<file path="src/rtl/uart_transmitter.sv">
// UART transmitter: start bit, DATA_BITS payload LSB first, optional even parity, one stop bit.
// Define UART_TX_PARITY_EN to insert the even-parity bit between the data and stop bits.
module uart_transmitter #(
  parameter int unsigned SAMPLES_PER_BIT = 16,
  parameter int unsigned DATA_BITS       = 8
) (
  input  logic                 tx_clk,
  input  logic                 reset,
  input  logic                 tx_start,
  input  logic [DATA_BITS-1:0] tx_data,
  output logic                 tx_serial,
  output logic                 tx_busy,
  output logic                 tx_done
);

  localparam int unsigned TICK_W = (SAMPLES_PER_BIT > 1) ? $clog2(SAMPLES_PER_BIT) : 1;
  localparam int unsigned BIT_W  = (DATA_BITS > 1) ? $clog2(DATA_BITS) : 1;
  localparam logic [TICK_W-1:0] TICK_LAST = TICK_W'(SAMPLES_PER_BIT - 1);
  localparam logic [BIT_W-1:0]  BIT_LAST  = BIT_W'(DATA_BITS - 1);

`ifdef UART_TX_PARITY_EN
  typedef enum logic [2:0] {IDLE, START, DATA, PARITY, STOP} state_t;
`else
  typedef enum logic [2:0] {IDLE, START, DATA, STOP} state_t;
`endif

  state_t                 state_q, state_d;
  logic [TICK_W-1:0]      tick_q, tick_d;
  logic [BIT_W-1:0]       bit_q, bit_d;
  logic [DATA_BITS-1:0]   shift_q, shift_d;
  logic                   serial_d, busy_d, done_d;
  logic                   tick_wrap_c;
`ifdef UART_TX_PARITY_EN
  logic                   parity_q, parity_d;
`endif

  // State, counters and registered line outputs
  always_ff @(posedge tx_clk or posedge reset) begin
    if (reset) begin
      state_q   <= IDLE;
      tick_q    <= '0;
      bit_q     <= '0;
      shift_q   <= '0;
      tx_serial <= 1'b1;
      tx_busy   <= 1'b0;
      tx_done   <= 1'b0;
`ifdef UART_TX_PARITY_EN
      parity_q  <= 1'b0;
`endif
    end else begin
      state_q   <= state_d;
      tick_q    <= tick_d;
      bit_q     <= bit_d;
      shift_q   <= shift_d;
      tx_serial <= serial_d;
      tx_busy   <= busy_d;
      tx_done   <= done_d;
`ifdef UART_TX_PARITY_EN
      parity_q  <= parity_d;
`endif
    end
  end

  assign tick_wrap_c = (tick_q == TICK_LAST);

  // Next state; outputs are derived from the next state so they register without extra latency
  always_comb begin
    state_d  = state_q;
    tick_d   = tick_q;
    bit_d    = bit_q;
    shift_d  = shift_q;
`ifdef UART_TX_PARITY_EN
    parity_d = parity_q;
`endif
    serial_d = 1'b1;
    busy_d   = 1'b0;
    done_d   = 1'b0;

    case (state_q)
      IDLE: begin
        if (tx_start) begin
          shift_d  = tx_data;
          tick_d   = '0;
          bit_d    = '0;
`ifdef UART_TX_PARITY_EN
          parity_d = ^tx_data;
`endif
          state_d  = START;
        end
      end
      START: begin
        if (tick_wrap_c) begin
          tick_d  = '0;
          state_d = DATA;
        end else begin
          tick_d = tick_q + TICK_W'(1);
        end
      end
      DATA: begin
        if (tick_wrap_c) begin
          tick_d = '0;
          if (bit_q == BIT_LAST) begin
            bit_d = '0;
`ifdef UART_TX_PARITY_EN
            state_d = PARITY;
`else
            state_d = STOP;
`endif
          end else begin
            bit_d   = bit_q + BIT_W'(1);
            shift_d = shift_q >> 1;
          end
        end else begin
          tick_d = tick_q + TICK_W'(1);
        end
      end
`ifdef UART_TX_PARITY_EN
      PARITY: begin
        if (tick_wrap_c) begin
          tick_d  = '0;
          state_d = STOP;
        end else begin
          tick_d = tick_q + TICK_W'(1);
        end
      end
`endif
      STOP: begin
        // Requests arriving here, including on the done cycle, are dropped
        if (tick_wrap_c) begin
          tick_d  = '0;
          state_d = IDLE;
        end else begin
          tick_d = tick_q + TICK_W'(1);
        end
      end
      default: begin
        tick_d  = '0;
        bit_d   = '0;
        state_d = IDLE;
      end
    endcase

    case (state_d)
      START:   serial_d = 1'b0;
      DATA:    serial_d = shift_d[0];
`ifdef UART_TX_PARITY_EN
      PARITY:  serial_d = parity_d;
`endif
      default: serial_d = 1'b1;
    endcase

    busy_d = (state_d != IDLE);
    done_d = (state_d == STOP) && (tick_d == TICK_LAST);
  end

endmodule
</file>
<file path="config.mk">
export PLATFORM = sky130hd
export DESIGN_NAME = uart_transmitter
export DESIGN_NICKNAME = d
export VERILOG_FILES = /design/src/rtl/uart_transmitter.sv
export SDC_FILE = /design/constraint.sdc
export NUM_CORES = 1
export LEC_CHECK = 0
export BUFFER_PORTS_ARGS = -buffer_cell sky130_fd_sc_hd__buf_4
export CORE_ASPECT_RATIO = 0.5
export CORE_UTILIZATION = 39
export DETAILED_ROUTE_END_ITERATION = 8
export GPL_TIMING_DRIVEN = 0
export SETUP_SLACK_MARGIN = 0.3
export SLEW_MARGIN = 10
export SYNTH_ARGS = -nofsm -noshare
export SYNTH_HDL_FRONTEND = slang
export SYNTH_SLANG_ARGS = --single-unit
</file>
<file path="constraint.sdc">
create_clock -name tx_clk -period 2.6 [get_ports tx_clk]
set_clock_uncertainty 0.05 [all_clocks]
set_input_delay 0.39 -clock tx_clk [delete_from_list [all_inputs] [get_ports tx_clk]]
set_output_delay 0.39 -clock tx_clk [all_outputs]
set_load 0.02 [all_outputs]
</file>
==> results.json, run 1 <==
{
  "outcome": "completed",
  "yosys.area.top_type_share": 0.465,
  "setup_tns_ps": 0,
  "port_buffers": 13,
  "dr.first_iter.drc_count": 40,
  "worstSetupEndpointType": "flip-flop",
  "ctsHoldBuffers": 0,
  "root_buffer": "clkbuf_8",
  "grt_max_degree": 22,
  "dr.pass1.iters": 4,
  "die_h_um": 39.2,
  "clk_path_buf_depth": 2,
  "grt-ovfl-total": 0,
  "synth.largest_area_cell": "dfrtp_1",
  "cts.repair.resized": 0,
  "total_leakage_power_uw": 0.000623,
  "grt.total_usage": 0.168,
  "synth_seq_cells": 21,
  "grt_pass1_wl_um": 3670,
  "hp-class": "in2async",
  "yosys-top-cells-count": "nand2_1, dfrtp_1, nand3_1, nor2_1, a21oi_1",
  "avgSynthCellArea_sq_um": 9.62,
  "nets": 144,
  "ios": 14,
  "layout_min_cycle_time_ps": 2170,
  "area_growth_pct": 17.7,
  "worst_slew_pin_slew_ps": 784,
  "synth_edf_count": 0,
  "max_stage_delay_ps": 410,
  "path_cells": "ha_1 > and3_1 > buf_6 > and4b_1 > buf_2 > a221o_1 > o31a_1",
  "cts_made_buffers": 3,
  "maxCapViolations": 0,
  "yosys-top-cells-area": "dfrtp_1, nand2_1, ha_1, nand3_1, dfstp_2",
  "async_reset_ff_frac": 1.00,
  "slew_violations": 0,
  "synth-main-ff-cell": "dfrtp_1",
  "yosys_warnings": 0,
  "synth_fp_nets": 126,
  "finalSetupViolCount": 0,
  "syn_inst": 112,
  "max_slew_margin": 0.477,
  "finalHoldViolCount": 0,
  "fin_crit_sh": 0.834,
  "yosysUniqueCellTypes": 39,
  "cts.sinks": 21,
  "drcViolationCount": 0,
  "yosysMostFrequentCell": "nand2_1",
  "initial_utilization": 0.414,
  "die_w_um": 76.3,
  "cts_max_level": 1,
  "hold_ws_ps": 220,
  "utilization": 0.487,
  "cts_tree": "done",
  "detail_route.wirelength_um": 2150,
  "worstPathArrival_ps": 2320,
  "grt_pass1_vias": 792,
  "place.gp.congestion": 0.799,
  "slowest_stage": "dfrtp_1",
  "crit_fanout": 9,
  "rsz0062_at_grt": "no",
  "critPathLaunchType": "flip-flop",
  "n_antenna_cell": 0,
  "antenna_found_initial": 0,
  "avgViaCountPerCell": 5.07,
  "drive_gt1_frac": 0.194,
  "wl_per_cell_um": 12.9,
  "path_class": "reg2reg",
  "dieArea_sq_mm": 0.00299,
  "netlist_area_sq_mm": 0.00108,
  "critPathRequiredTime_ps": 2750,
  "ir_drop_v": 0.000308,
  "num_rows": 13,
  "core_area_sq_mm": 0.00260,
  "clkSlewWorstSetupHoldPaths_ps": 80,
  "clock_latency_ps": 260,
  "vias": 841,
  "cts_setup_buffers": 0,
  "hpwl_um": 1530,
  "seq_area_frac_synth": 0.489,
  "p_per_area_mw_per_mm2": 533,
  "antenna_left": 0,
  "fmax_mhz": 461
}
==> registers in the layout, summed over array words and instances (netlist names) <==
name / count
shift_q: 8
tick_q: 4
tx_serial: 1
state_q: 3
tx_busy: 1
tx_done: 1
bit_q: 3
==> per-stage QoR <==
stage / instance area [sq um] / setup WS, ps / cells / power [uW]
global placement: 1220 / 468 / 162 / 463
floorplan: 1080 / 614 / 112 / 433
global route: 1270 / 353 / 166 / 711
CTS: 1270 / 447 / 166 / 686
finish: 1270 / 431 / 166 / 675
detailed placement: 1220 / 458 / 162 / 465
==> worst paths after layout <==
kind                               to  cells past startpoint  slack, ps       start
max                         tx_serial                      7        430   tick_q[0]
min                        shift_q[2]                      2        220       reset
max reg2reg                 tx_serial                      7        430   tick_q[0]
min reg2reg                shift_q[2]                      2        450  shift_q[2]
max in group asynchronous   tick_q[2]                      2       1790       reset
min in group tx_clk        shift_q[7]                      3        270  tx_data[7]
==> worst max-delay path: cells and delay by family, from the launching register on <==
family	cells	cell delay, ps
adders and majority gates	1	280
AOI/OAI and AO/OA	2	670
buffers and inverters	2	310
DFF	1	410
and+or+nand+nor	2	380
==> report_power, final <==
group / internal [uW] / switching, uW
Sequential: 354 / 16.5
Clock: 107 / 111
Combinational: 39.8 / 46.7
Total: 501 / 174
==> routing by layer <==
layer / vias to the layer above / wire [um] / global-route usage
li1: 432 / - / -
met1: 389 / 1100 / 0.223
met2: 18 / 926 / 0.266
met3: 2 / 109 / 0.0565
met4: 0 / 7 / 0.0433
met5: - / 0 / 0
==> placed cells by master (no fill, tap or decap), drive strengths merged, types with 2 or more instances in the layout <==
| cell | instances |
|---|---|
| nand4 | 2 |
| and3 | 2 |
| nand3 | 7 |
| buf | 17 |
| nor3 | 3 |
| nor2 | 7 |
| a22o | 2 |
| dfrtp | 20 |
| ha | 3 |
| a21oi | 6 |
| nand2b | 2 |
| inv | 3 |
| nand2 | 23 |
| o31ai | 2 |
| o211ai | 2 |
| clkbuf | 4 |
| or2 | 2 |
| nor4b | 2 |
| and2 | 2 |
==> logic make-up after synthesis <==
kind of cell / count (synthesis) / synth area share
simple gates: 58 / 0.282
fa+ha+maj: 3 / 0.0348
compound gates: 18 / 0.124
buf+inv: 8 / 0.0383
mux: 2 / 0.0197
xor+xnor: 1 / 0.00813
other cells: 1 / 0.00348
flops: 21 / 0.489
==> cell type report <==
| type | instances | area, sq um |
|---|---|---|
| Timing Repair Buffer | 13 | 97.6 |
| Buffer | 5 | 30.0 |
| Clock buffer | 3 | 41.3 |
| Sequential cell | 21 | 527 |
| Multi-Input combinational cell | 83 | 509 |
| Fill cell | 252 | 1340 |
| Clock inverter | 1 | 5.00 |
| Inverter | 3 | 11.3 |
| Tap cell | 37 | 46.3 |
Note: power is estimated with default switching activity, not from simulation.
==> run 2: changes to the inputs <==
--- a/config.mk
+++ b/config.mk
@@ -5,6 +5,7 @@
 export SDC_FILE = /design/constraint.sdc
 export NUM_CORES = 1
 export LEC_CHECK = 0
+export ABC_AREA = 1
 export BUFFER_PORTS_ARGS = -buffer_cell sky130_fd_sc_hd__buf_4
 export CORE_ASPECT_RATIO = 0.5
 export CORE_UTILIZATION = 39
==> constraint.sdc (replaced) <==
create_clock -name tx_clk -period 1.9 [get_ports tx_clk]
set_clock_uncertainty 0.05 [all_clocks]
set_input_delay 0.285 -clock tx_clk [delete_from_list [all_inputs] [get_ports tx_clk]]
set_output_delay 0.285 -clock tx_clk [all_outputs]
set_load 0.02 [all_outputs]
==> results.json, run 2 <==
{
  "layout_min_cycle_time_ps": 1540,
  "cts_max_level": 1,
  "utilization": 0.532,
  "antenna_found_initial": 0,
  "vias": 932,
  "fmax_mhz": 650,
  "yosys-top-cells-area": "dfrtp_1, nand2_1, nand3_1, inv_1, nor2_4",
  "finalSetupViolCount": 0,
  "crit_fanout": 8,
  "synth.largest_area_cell": "dfrtp_1",
  "grt_pass1_vias": 806,
  "r2r_start": "bit_q[1]",
  "area_growth_pct": 24.2,
  "clkSlewWorstSetupHoldPaths_ps": 80,
  "r2r_end": "tx_serial",
  "synth_fp_nets": 154,
  "antenna_left": 0,
  "clk_path_buf_depth": 2,
  "synthSimpleGateAreaFrac": 0.376,
  "synth_edf_count": 0,
  "worst_slew_pin_slew_ps": 803,
  "nFillCells": 259,
  "yosysUniqueCellTypes": 24,
  "max_stage_delay_ps": 400,
  "root_buffer": "clkbuf_8",
  "largest-register": "shift_q",
  "netlist_area_sq_mm": 0.00116,
  "layout_common_cells": "nand2_1, dfrtp_1, buf_4",
  "largest_reg_flops": 8,
  "detail_route.wirelength_um": 2320,
  "port_buffers": 13,
  "core_area_sq_mm": 0.00272,
  "grt_max_degree": 22,
  "synth.area.mux_share": 0,
  "p_per_area_mw_per_mm2": 636,
  "synth-xor-area-share": 0.00752,
  "rsz0062_at_grt": "yes",
  "wl_per_cell_um": 11.6,
  "grt-ovfl-total": 0,
  "nets": 177,
  "synth_compound_area_frac": 0.0580,
  "ios": 14,
  "reg_top3": "shift_q (8), tick_q (4)",
  "yosys_warnings": 0,
  "drive_gt1_frac": 0.401,
  "seq_area_frac_synth": 0.452,
  "num_rows": 13,
  "die_h_um": 40.6,
  "hpwl_um": 1650,
  "async_reset_ff_frac": 1.00,
  "cts_tree": "done",
  "synth_seq_cells": 21,
  "dp_slack_ps": 223,
  "avgSynthCellArea_sq_um": 8.32,
  "cts_made_buffers": 3,
  "grt.total_usage": 0.155,
  "r2r_cells": 10,
  "drcViolationCount": 0,
  "finalHoldViolCount": 0,
  "grt_pass1_wl_um": 3630,
  "synth_fa_ha_area_frac": 0.0322,
  "total_leakage_power_uw": 0.000703,
  "dr.first_iter.drc_count": 17,
  "fin_crit_sh": 0.809,
  "setup_tns_ps": 0,
  "ir_drop_v": 0.000307,
  "max_slew_margin": 0.464,
  "worstSetupEndpointType": "flip-flop",
  "critPathLaunchType": "flip-flop",
  "hp-class": "in2async",
  "initial_utilization": 0.429,
  "reg2reg_slack_ps": 360,
  "slew_violations": 0,
  "outcome": "completed",
  "syn_inst": 140,
  "critPathRequiredTime_ps": 2050,
  "synth-main-ff-cell": "dfrtp_1",
  "setup_slack_ps": 362,
  "layout_commonest_cell": "nand2_1",
  "dr.pass1.iters": 4,
  "synth_top_family_by_area": "simple AND/OR/NAND/NOR gates",
  "die_w_um": 79.3,
  "postPlaceCellArea_sq_mm": 0.00131,
  "startpoint": "bit_q[1]",
  "yosys-top-cells-count": "nand2_1, dfrtp_1, nand3_1",
  "worst_path_most_repeated_cell": "nand2_2",
  "ctsHoldBuffers": 0,
  "dieArea_sq_mm": 0.00322,
  "maxCapViolations": 0,
  "avgViaCountPerCell": 4.68,
  "n_antenna_cell": 0,
  "worstPathArrival_ps": 1690,
  "clock_latency_ps": 260,
  "path_cells": "ha_2 > ha_4 > inv_2 > nand4_1 > nand2_2 > nand2_4 > nand2_2 > nand2_2 > nand3_2 > nand2_2",
  "path_class": "reg2reg",
  "yosysMostFrequentCell": "nand2_1",
  "design_area_sq_mm": 0.00145,
  "cts.sinks": 21,
  "yosys.area.top_type_share": 0.430,
  "place.gp.congestion": 0.731,
  "slowest_stage": "dfrtp_1"
}
-- run 2: cell types whose count changed after synthesis, moves of 3 or more --
cell	delta
a21oi_1	-5
inv_1	+9
inv_2	+4
nand2_1	+14
nand2_2	+5
nand3_1	+11
nor2_2	+6
nor2_4	+4
nor3_1	-3
o21ai_2	+5
-- run 2: per-layer routing --
| metal | vias to the layer above | routed length (um) | track usage |
|---|---|---|---|
| met5 | - | 0 | 0 |
| met4 | 0 | 0 | 0.0136 |
| met3 | 0 | 75 | 0.0467 |
| met2 | 12 | 999 | 0.254 |
| met1 | 429 | 1240 | 0.214 |
| li1 | 491 | - | - |
-- run 2: cell families (layout without fill, tap and decap cells) --
group / after synthesis / in the layout
AND/OR/NAND/NOR: 86 / 86
flip-flops: 21 / 21
other: 1 / 1
XOR/XNOR: 1 / 1
buffers and inverters: 19 / 41
adder cells (fa/ha/maj): 3 / 3
AO/OA/AOI/OAI: 9 / 9
-- run 2: through the flow --
step	instances	hold slack (ps)	total power, uW
final	199	122	920
after global routing	199	176	969
after CTS	196	152	930
after detailed placement	190	419	625
after global placement	190	409	622
after floorplan	140	211	582
-- run 2: worst max path at each step --
stage,cells after the start,end
after floorplan,7,shift_q[7]
after global placement,10,tx_serial
after detailed placement,10,tx_serial
after CTS,10,tx_serial
after global routing,10,tx_serial
final,10,tx_serial
-- run 2: timing repair --
action | in CTS | in global routing
setup buffers | 2 | 3
setup endpoints to repair | 5 | 10
gates resized for setup | 4 | 11
pin swaps | 1 | 4
-- run 2: critical path, delay by kind of cell (launching register included) --
| family | cells | cell delay, ps |
|---|---|---|
| adders and majority gates | 2 | 380 |
| and+or+nand+nor | 7 | 600 |
| DFF | 1 | 400 |
| buffers and inverters | 1 | 40 |
-- run 2: cell type report --
class / instances / area, sq um / area share
repair buffers: 18 / 135 / 0.0934
clock buffers: 3 / 41.3 / 0.0285
flip-flops and latches: 21 / 528 / 0.365
clock inverters: 1 / 7.51 / 0.00519
plain buffers: 2 / 16.3 / 0.0112
well taps: 37 / 46.3 / 0.0320
inverters: 17 / 66.3 / 0.0458
multi-input cells: 100 / 606 / 0.419
-- run 2: where the power goes --
part | leakage [uW] | internal [uW] | total, uW | switching [uW]
Combinational | 0.000410 | 46.5 | 115 | 69.0
Clock | 0.0000217 | 148 | 300 | 152
Sequential | 0.000271 | 482 | 504 | 21.8
==> run 3: changes to the inputs <==
==> constraint.sdc (replaced) <==
create_clock -name tx_clk -period 1.23 [get_ports tx_clk]
set_clock_uncertainty 0.05 [all_clocks]
set_input_delay 0.1845 -clock tx_clk [delete_from_list [all_inputs] [get_ports tx_clk]]
set_output_delay 0.1845 -clock tx_clk [all_outputs]
set_load 0.02 [all_outputs]
==> results.json, run 3 (synthesized netlist as in run 2, its figures left out) <==
{
  "outcome": "complete, but fails checks",
  "violations": "setup timing",
  "num_rows": 13,
  "cts.sinks": 21,
  "stdcell_count": 215,
  "grt-ovfl-total": 0,
  "cts_made_buffers": 3,
  "largest_reg_flops": 8,
  "largest-register": "shift_q",
  "slew_violations": 0,
  "utilization": 0.612,
  "cts_tree": "done",
  "core_area_sq_mm": 0.00272,
  "cts_max_level": 1,
  "nFillCells": 241,
  "grt_pass1_wl_um": 4200,
  "drcViolationCount": 0,
  "dieArea_sq_mm": 0.00322,
  "avgViaCountPerCell": 4.73,
  "antenna_left": 0,
  "critPathRequiredTime_ps": 1340,
  "maxCapViolations": 0,
  "clk_path_buf_depth": 2,
  "root_buffer": "clkbuf_8",
  "grt.total_usage": 0.180,
  "reg_top3": "shift_q (8), tick_q (4)",
  "wl_per_cell_um": 12.0,
  "max_slew_margin": 0.457,
  "die_w_um": 79.3,
  "port_buffers": 13,
  "n_antenna_cell": 0,
  "worstPathArrival_ps": 1680,
  "place.gp.congestion": 0.777,
  "hpwl_um": 1620,
  "crit_fanout": 8,
  "critPathLaunchType": "flip-flop",
  "nets": 193,
  "grt_max_degree": 22,
  "drive_gt1_frac": 0.517,
  "p_per_area_mw_per_mm2": 897,
  "dr.pass1.iters": 4,
  "path_class": "reg2reg",
  "detail_route.wirelength_um": 2590,
  "worst_slew_pin_slew_ps": 813,
  "fin_crit_sh": 1.27,
  "grt_pass1_vias": 896,
  "total_leakage_power_uw": 0.000813,
  "worstSetupEndpointType": "flip-flop",
  "ios": 14,
  "layout_common_cells": "nand2_1, buf_4, nand3_1, dfrtp_1, nand2_2",
  "finalSetupViolCount": 17,
  "clock_latency_ps": 260,
  "area_growth_pct": 42.7,
  "dr.first_iter.drc_count": 52,
  "fmax_mhz": 640,
  "placed_cells": 190,
  "clkSlewWorstSetupHoldPaths_ps": 80,
  "finalHoldViolCount": 0,
  "hp-class": "in2async",
  "die_h_um": 40.6,
  "layout_min_cycle_time_ps": 1560,
  "initial_utilization": 0.429,
  "vias": 1017,
  "dp_slack_ps": -421,
  "rsz0062_at_grt": "yes",
  "ir_drop_v": 0.000534,
  "ctsHoldBuffers": 0,
  "setup_slack_ps": -333,
  "antenna_found_initial": 0
}
[run 3: cell types whose count changed in the layout (fill, tap and decap cells not counted), sizes merged]
cell      previous run  this run
buf                 20        36
clkinv               0         1
clkinvlp             1         0
[run 3: metal layers]
layer / track usage / wire, um / part of all wire / vias up
met5: 0 / 0 / 0 / -
met3: 0.0467 / 103 / 0.040 / 2
li1: - / - / - / 526
met2: 0.319 / 1220 / 0.47 / 18
met4: 0.0136 / 18 / 0.0070 / 0
met1: 0.240 / 1250 / 0.48 / 471
[run 3: critical path: stages, from the launching register on]
cell and delay [ps]:
dfrtp_1 410, ha_2 200, ha_4 160, inv_2 40, nand4_1 140, nand2_2 130
nand2_4 90, nand2_2 80, nand2_2 50, buf_4 120
[run 3: layout make-up]
type                    instances  area, sq um  share of cell area
inverters                      17         68.8              0.0414
flip-flops and latches         21          531               0.319
plain buffers                   2         16.3             0.00978
well taps                      37         46.3              0.0278
clock buffers                   3         41.3              0.0248
multi-input cells             100          673               0.405
clock inverters                 1         5.00             0.00301
repair buffers                 34          282               0.169
[run 3: through the flow]
| stage | setup TNS, ps | hold slack, ps | total power, uW | cell area [sq um] |
|---|---|---|---|---|
| 6_report | -3950 | 24.6 | 1490 | 1660 |
| 5_1_grt | -5520 | 81.1 | 1560 | 1660 |
| 4_1_cts | -3050 | 72.9 | 1460 | 1540 |
| 3_5_place_dp | -4490 | 356 | 965 | 1340 |
| 3_3_place_gp | -4490 | 354 | 963 | 1340 |
| 2_1_floorplan | -1510 | 110 | 901 | 1200 |
[run 3: where the power goes]
part | internal, uW | switching (uW) | total [uW]
Combinational | 114 | 130 | 245
Clock | 226 | 241 | 467
Sequential | 745 | 33.6 | 779
[run 3: final timing paths]
path                       startpoint         end  slack, ps  cells past startpoint
max in group asynchronous       reset  state_q[1]        550                      2
min in group tx_clk        tx_data[6]  shift_q[6]         80                      3
hold / removal                  reset  shift_q[7]         20                      2
setup / recovery             bit_q[0]  shift_q[0]       -330                      9
setup reg to reg             bit_q[0]  shift_q[0]       -330                      9
hold reg to reg            shift_q[5]  shift_q[5]        430                      2
[run 3: what timing repair did]
action	4_1_cts	5_1_grt
pin swaps	13	14
resized for setup	17	15
setup buffers	12	9
endpoints found under the hold margin	0	0
endpoints found under the setup margin	23	23
